`src/rtl/new_feature_loader.sv`:
```
`default_nettype none
// ============================================================================
//  Module   : new_feature_loader
//  Brief    : Reads layer-1 new-feature BRAM back node by node, reassembles
//             each node's word vector, optionally applies ReLU and presents
//             it to the layer-2 weight-multiply stage over valid/ready.
//  Revision : 1.0 - initial release
// ============================================================================
module new_feature_loader #(
    parameter int NEW_FEATURE_WIDTH = 32,
    parameter int NUM_FEATURE_OUT   = 16,
    parameter int NUM_SUBGRAPHS     = 2708,
    parameter int RD_LATENCY        = 1,
    parameter int APPLY_RELU        = 1,
    parameter int ADDR_W            = $clog2(NUM_SUBGRAPHS * NUM_FEATURE_OUT),
    parameter int NODE_W            = $clog2(NUM_SUBGRAPHS)
) (
    input  logic                                         clk,
    input  logic                                         rst_n,
    input  logic                                         start,
    output logic                                         feat_bram_enb,
    output logic [ADDR_W-1:0]                            feat_bram_addrb,
    input  logic [NEW_FEATURE_WIDTH-1:0]                 feat_bram_doutb,
    output logic [NUM_FEATURE_OUT*NEW_FEATURE_WIDTH-1:0] feat_vec,
    output logic                                         feat_vec_vld,
    input  logic                                         feat_vec_rdy,
    output logic [NODE_W-1:0]                            node_idx,
    output logic                                         done
);

    localparam int W         = NEW_FEATURE_WIDTH;
    localparam int c_k_width = (NUM_FEATURE_OUT > 1) ? $clog2(NUM_FEATURE_OUT) : 1;

    localparam logic [c_k_width-1:0] c_k_last    = c_k_width'(NUM_FEATURE_OUT - 1);
    localparam logic [c_k_width-1:0] c_k_one     = c_k_width'(1);
    localparam logic [NODE_W-1:0]    c_node_last = NODE_W'(NUM_SUBGRAPHS - 1);
    localparam logic [NODE_W-1:0]    c_node_one  = NODE_W'(1);
    localparam logic [ADDR_W-1:0]    c_addr_one  = ADDR_W'(1);

    typedef enum logic [2:0] {
        ST_IDLE    = 3'd0,
        ST_FETCH   = 3'd1,
        ST_WAIT    = 3'd2,
        ST_PRESENT = 3'd3,
        ST_FIN     = 3'd4
    } state_t;

    state_t                           r_state, w_state_nxt;
    logic                             r_enb, w_enb_nxt;
    logic [ADDR_W-1:0]                r_addr, w_addr_nxt;
    logic [c_k_width-1:0]             r_k, w_k_nxt;
    logic                             r_vld, w_vld_nxt;
    logic [NODE_W-1:0]                r_node, w_node_nxt;
    logic                             r_done, w_done_nxt;
    logic [NUM_FEATURE_OUT*W-1:0]     r_feat_vec;

    // Read pipeline: tracks which word index each outstanding read carries.
    logic                             r_pipe_vld [RD_LATENCY];
    logic [c_k_width-1:0]             r_pipe_k   [RD_LATENCY];

    logic                             w_cap_vld;
    logic [c_k_width-1:0]             w_cap_k;
    logic [c_k_width-1:0]             w_elem;
    logic                             w_cap_last;
    logic [W-1:0]                     w_word;

    assign w_cap_vld  = r_pipe_vld[RD_LATENCY-1];
    assign w_cap_k    = r_pipe_k[RD_LATENCY-1];
    // Highest element is stored first, so word k lands in element F-1-k.
    assign w_elem     = c_k_last - w_cap_k;
    assign w_cap_last = w_cap_vld && (w_cap_k == c_k_last);

    generate
        if (APPLY_RELU != 0) begin : g_relu
            assign w_word = feat_bram_doutb[W-1] ? '0 : feat_bram_doutb;
        end else begin : g_pass
            assign w_word = feat_bram_doutb;
        end
    endgenerate

    // State register.
    always_ff @(posedge clk or negedge rst_n) begin
        if (!rst_n) r_state <= ST_IDLE;
        else        r_state <= w_state_nxt;
    end

    // Next-state and next values of every registered output.
    always_comb begin
        w_state_nxt = r_state;
        w_enb_nxt   = 1'b0;
        w_addr_nxt  = r_addr;
        w_k_nxt     = r_k;
        w_vld_nxt   = r_vld;
        w_node_nxt  = r_node;
        w_done_nxt  = 1'b0;
        case (r_state)
            ST_IDLE: begin
                w_addr_nxt = '0;
                w_node_nxt = '0;
                if (start) begin
                    w_state_nxt = ST_FETCH;
                    w_enb_nxt   = 1'b1;
                    w_k_nxt     = '0;
                end
            end
            ST_FETCH: begin
                // Running address: one step per issued read, never rebased per node.
                w_addr_nxt = r_addr + c_addr_one;
                if (r_k == c_k_last) begin
                    w_state_nxt = ST_WAIT;
                end else begin
                    w_enb_nxt = 1'b1;
                    w_k_nxt   = r_k + c_k_one;
                end
            end
            ST_WAIT: begin
                if (w_cap_last) begin
                    w_vld_nxt   = 1'b1;
                    w_state_nxt = ST_PRESENT;
                end
            end
            ST_PRESENT: begin
                if (r_vld && feat_vec_rdy) begin
                    w_vld_nxt = 1'b0;
                    if (r_node == c_node_last) begin
                        w_done_nxt  = 1'b1;
                        w_state_nxt = ST_FIN;
                    end else begin
                        w_node_nxt  = r_node + c_node_one;
                        w_state_nxt = ST_FETCH;
                        w_enb_nxt   = 1'b1;
                        w_k_nxt     = '0;
                    end
                end
            end
            ST_FIN: begin
                w_node_nxt  = '0;
                w_addr_nxt  = '0;
                w_state_nxt = ST_IDLE;
            end
            default: w_state_nxt = ST_IDLE;
        endcase
    end

    // Output and counter registers.
    always_ff @(posedge clk or negedge rst_n) begin
        if (!rst_n) begin
            r_enb  <= 1'b0;
            r_addr <= '0;
            r_k    <= '0;
            r_vld  <= 1'b0;
            r_node <= '0;
            r_done <= 1'b0;
        end else begin
            r_enb  <= w_enb_nxt;
            r_addr <= w_addr_nxt;
            r_k    <= w_k_nxt;
            r_vld  <= w_vld_nxt;
            r_node <= w_node_nxt;
            r_done <= w_done_nxt;
        end
    end

    // Read pipeline shift register, entry 0 loaded on each issued read.
    always_ff @(posedge clk or negedge rst_n) begin
        if (!rst_n) begin
            for (int i = 0; i < RD_LATENCY; i++) begin
                r_pipe_vld[i] <= 1'b0;
                r_pipe_k[i]   <= '0;
            end
        end else begin
            r_pipe_vld[0] <= r_enb;
            r_pipe_k[0]   <= r_k;
            for (int i = 1; i < RD_LATENCY; i++) begin
                r_pipe_vld[i] <= r_pipe_vld[i-1];
                r_pipe_k[i]   <= r_pipe_k[i-1];
            end
        end
    end

    // Vector assembly: returning word written into its element slot.
    always_ff @(posedge clk or negedge rst_n) begin
        if (!rst_n) begin
            r_feat_vec <= '0;
        end else if (w_cap_vld) begin
            for (int e = 0; e < NUM_FEATURE_OUT; e++) begin
                if (w_elem == c_k_width'(e)) r_feat_vec[e*W +: W] <= w_word;
            end
        end
    end

    assign feat_bram_enb   = r_enb;
    assign feat_bram_addrb = r_addr;
    assign feat_vec        = r_feat_vec;
    assign feat_vec_vld    = r_vld;
    assign node_idx        = r_node;
    assign done            = r_done;

endmodule
`default_nettype wire

```
`config.mk`:
```
export PLATFORM = sky130hd
export DESIGN_NAME = new_feature_loader
export DESIGN_NICKNAME = d
export VERILOG_FILES = /design/src/rtl/new_feature_loader.sv
export SDC_FILE = /design/constraint.sdc
export NUM_CORES = 1
export LEC_CHECK = 0
export CORE_MARGIN = 4
export CORE_UTILIZATION = 43
export DETAILED_ROUTE_END_ITERATION = 10
export GPL_ROUTABILITY_DRIVEN = 0
export PLACE_DENSITY_LB_ADDON = 0.2
export SYNTH_ARGS = -nofsm -noshare
export SYNTH_HDL_FRONTEND = slang
export SYNTH_SLANG_ARGS = --single-unit
```
`constraint.sdc`:
```
create_clock -name clk -period 2.2 [get_ports clk]
set_clock_uncertainty 0.1 [all_clocks]
set_input_delay 0.33 -clock clk [delete_from_list [all_inputs] [get_ports clk]]
set_output_delay 0.33 -clock clk [all_outputs]
set_load 0.005 [all_outputs]
```
==> impl_summary.md <==
Floorplanning
The initial cell density of the core is 43.4%. The standard-cell row count is 79. The floorplan step set the die height to roughly 220 um. The width of the chip is 225 um. The floorplan step defined a core boundary enclosing between 0.04 and 0.05 mm^2. The number of top-level pins is 579. The die covers ~0.050 mm^2.

Worst setup path
STA classifies the critical path startpoint as a register. Together, buffers and inverters on the worst path number 1. On the critical path the largest part of the delay comes from buffers and inverters. The endpoint identified for the worst register-to-register timing path is feat_bram_addrb[12]. The critical path goes through clkdlybuf4s50_1. At the worst endpoint, the arrival time is about 1700 ps. The peak fanout along the critical path is 7. The delay contributed by the slowest stage of the critical path is 580 ps. The path depth of the worst reg2reg path is 5. The kind of end point of the critical path is an output pin. The startpoint of the most critical register-to-register path is feat_bram_addrb[0].

The library cell contributing the largest single delay on the critical path is clkdlybuf4s50_1. The data required time of the critical path is between 1500 and 2000 ps. The category of the most critical setup path is reg -> out.

For flop-to-flop paths, the worst setup slack is around 180 ps.

Global routing
The number of global-route vias before repair is 15600. The first global-routing pass estimated 102000 um of wire. Global routing consumed, over all layers together, 26.7% of the routing resources.

Entering global routing, the biggest net connects 73 pins. The initial antenna violation count is 1. The residual overflow from global routing is 0.

Clock network
The clock sink count is between 500 and 600. The number of buffers on the longest clock path is 3. The number of buffers added by the clock tree synthesis step is 55. The level count of the clock H-tree is 2. For the worst-skew pair, the clock arrives at the later sink with an insertion delay of 580 ps. The number of setup buffers added after CTS is 0. After clock tree synthesis, the flow added hold-fix buffers numbering 1. In this run, post-CTS repair resized a total of 0 instances.

The clock tree from TritonCTS is built. CTS placed an instance of clkbuf_16 at the clock tree root. Clock-pin slew was measured on the worst setup and hold paths at 60 ps.

Power
The analysis attributes to net switching a power of 4310 uW. The fraction of power consumed by sequential logic is 49.8%. The peak ir drop on the vdd network is between 0.0005 and 0.0006 V.

The analysis attributes to cell leakage a power of 0.0135 uW. The cell-internal power is about 16000 uW. Net switching is 21.6% of the power.

The relative contribution of combinational cells to total power is under 10%. The relative contribution of the clock network to total power is between 40% and 50%. The power per cell area is between 600 and 700 mW/mm^2.

Yosys
The largest total area in the synthesized netlist belongs to dfrtp_1. Summing the sequential cell areas from Yosys gives between 60% and 70% of the chip area. The total of flip-flops plus latches after synthesis is about 540. Yosys attributes the largest share of cell area to dfrtp_1 67%, o21ai_0 10%, nand2_1 8.1%, mux2_2 5.2%, clkbuf_1 2.5%. The proportion of netlist area held by the largest area contributor is 66.9%.

The post-synthesis cell type count is 50. Counting flops with a built-in enable in the synthesized netlist gives 0. The top flip-flop cell by instance count after synthesis is dfrtp_1. The netlist area before placement is 0.0202 mm^2. The async set or reset register ratio after synthesis is 100%. Synthesis handed over a netlist of 1829 instances. The number of warnings printed during yosys synthesis is 0. After synthesis, the mean cell area works out to 11.0 um^2.

Finish
Fill cells in the final layout number 3775. The area used by sequential logic in the layout is 0.0135 mm^2. The relative area change from synthesis to final layout is 42.0%.

The area of the multi-input gates is 0.00613 mm^2. The number of nets in the finished design is 2437. In the final layout, the share of cells above drive strength 1 is 11.8%. After the flow finishes, the layout carries non-filler instances totaling 3046.

Timing
The ratio of final minimum period to clock period is 94.4%. Setup repair after global routing left no endpoint under its margin. Setup violations remaining at the end of the flow were counted as 0. Subtracting the final worst setup slack from the clock period gives a little over 2000 ps.

The number of pins with negative max-slew slack in the final report is 0. Setup total negative slack on the finished layout was measured at 0 ps. The number of failing hold endpoints at the final stage was 0. In this run the tightest slew margin relative to its limit is 53.3%. The maximum frequency from static timing analysis is 482 MHz. At the pin with the least slew margin, the transition time is 700 ps.

Routing
For this block, the via count after detailed routing is 15800. Dividing the detail-routed wire length by the instance count gives between 20 and 25 um. The count of unresolved DRC violations after routing is 0. The count of nets left with antenna violations once routing finished came out at 0. The count of TritonRoute iterations in the first routing pass is 5.

The per-cell via count in the routed design is 5.19. The total wirelength of the detailed-routed design is 69200 um. In this run, the number of DRC markers left after iteration 0 of detailed routing was around 1300.

Place
The placed cell count is approximately 2900. Buffers placed on the I/O ports in this run total approximately 560. The HPWL after detailed placement is 49600 um.

Run status
The flow ran to the end, and the final reports show no timing, DRC or antenna violations.

Hold path
The worst hold path belongs to the class in -> async.

Flow run
The max-capacitance violation count is 0.
==> sequential cells by signal, summed over array words and instances (netlist names) <==
signal / count
r_k: 4
r_pipe_k: 4
node_idx: 12
feat_vec: 496
feat_bram_enb: 1
feat_vec_vld: 1
feat_bram_addrb: 16
r_state: 3
r_pipe_vld: 1
done: 1
==> worst max path at each step <==
stage,slack [ps],depth (start not counted),start,end
floorplan,90,6,r_state[1],feat_bram_addrb[12]
global placement,110,6,feat_vec_rdy,node_idx[9]
detailed placement,100,5,feat_vec_rdy,node_idx[11]
CTS,80,1,node_idx[3],node_idx[3]
global route,40,1,node_idx[3],node_idx[3]
finish,120,1,node_idx[3],node_idx[3]
==> synthesized netlist by cell type (2+ instances only) <==
master / count
nor2b_1: 36
a31o_2: 3
and2_1: 2
mux2i_1: 5
and3_1: 6
nand4_1: 10
clkbuf_1: 135
inv_1: 4
nand3b_1: 2
a21oi_1: 12
nand3_1: 14
nor2_1: 14
nor3b_1: 7
mux2_2: 93
nand2b_1: 31
xor2_1: 8
dfrtp_1: 539
o211ai_1: 2
nor4bb_1: 2
nor3_1: 2
buf_4: 17
or3_1: 5
o31ai_1: 5
o21ai_0: 414
and4_1: 2
nand2_1: 433
ha_1: 3
==> per-layer routing <==
metal	up-vias	track usage, %	share of wire, %
li1	7234	-	-
met1	7864	34.7	40
met2	607	44.3	48
met3	110	7.53	8.5
met4	0	7.92	3.2
met5	-	0	0
==> power by group through the flow <==
stage | combinational, uW | clock [uW] | sequential (uW)
2_1_floorplan | 169 | 0 | 10100
3_3_place_gp | 718 | 0 | 10100
3_5_place_dp | 728 | 0 | 10100
4_1_cts | 732 | 9480 | 9960
5_1_grt | 784 | 9920 | 9960
6_report | 717 | 9320 | 9960
==> cell families after synthesis <==
family                     after synthesis  synth area share (%)
AOI/OAI and AO/OA                      447                  11.4
xor gates and xnor gates                 8                 0.347
adders and majority gates                3                 0.186
buffers and inverters                  158                  3.30
DFF                                    539                  66.9
muxes                                   98                  5.44
other                                    1                0.0186
and+or+nand+nor                        575                  12.4
==> metrics by stage <==
stage          util [%]  hold slack [ps]  area [um^2]  setup WS [ps]  power, uW
2_1_floorplan         -            -65.6        20200           94.1      10300
3_3_place_gp       57.7              190        26800            110      10900
3_5_place_dp       57.7              194        26800            102      10900
4_1_cts            61.6              158        28600           84.0      20200
5_1_grt            61.6              164        28600           37.3      20700
6_report           61.6              151        28600            123      20000
==> final cells by class <==
| type | instances | share of cell area (%) |
|---|---|---|
| Antenna cell | 1 | 0.00874 |
| Clock buffer | 81 | 5.64 |
| Clock inverter | 16 | 0.638 |
| Inverter | 4 | 0.0524 |
| Multi-Input combinational cell | 1147 | 21.4 |
| Sequential cell | 539 | 47.1 |
| Tap cell | 607 | 2.65 |
| Timing Repair Buffer | 651 | 22.5 |
==> worst reg2reg max path, cell delays in order (launching register included) <==
cell and delay, ps:
dfrtp_1 440, ha_1 260, inv_1 100, or4_4 570, or3_1 320, a21oi_1 160
==> placed cells by master, fill, tap and decap left out, drive strengths merged, types with 6 or more instances in the layout <==
master / count
mux2: 93
a21oi: 12
nor2b: 36
o21ai: 414
nand2: 433
conb: 16
nand3: 14
clkbuf: 81
xor2: 8
buf: 90
clkinv: 11
clkdlybuf4s50: 560
nand4: 10
nand2b: 31
dfrtp: 539
nor3b: 7
and3: 6
nor2: 14
No activity file was read; power rests on OpenSTA's default activity.
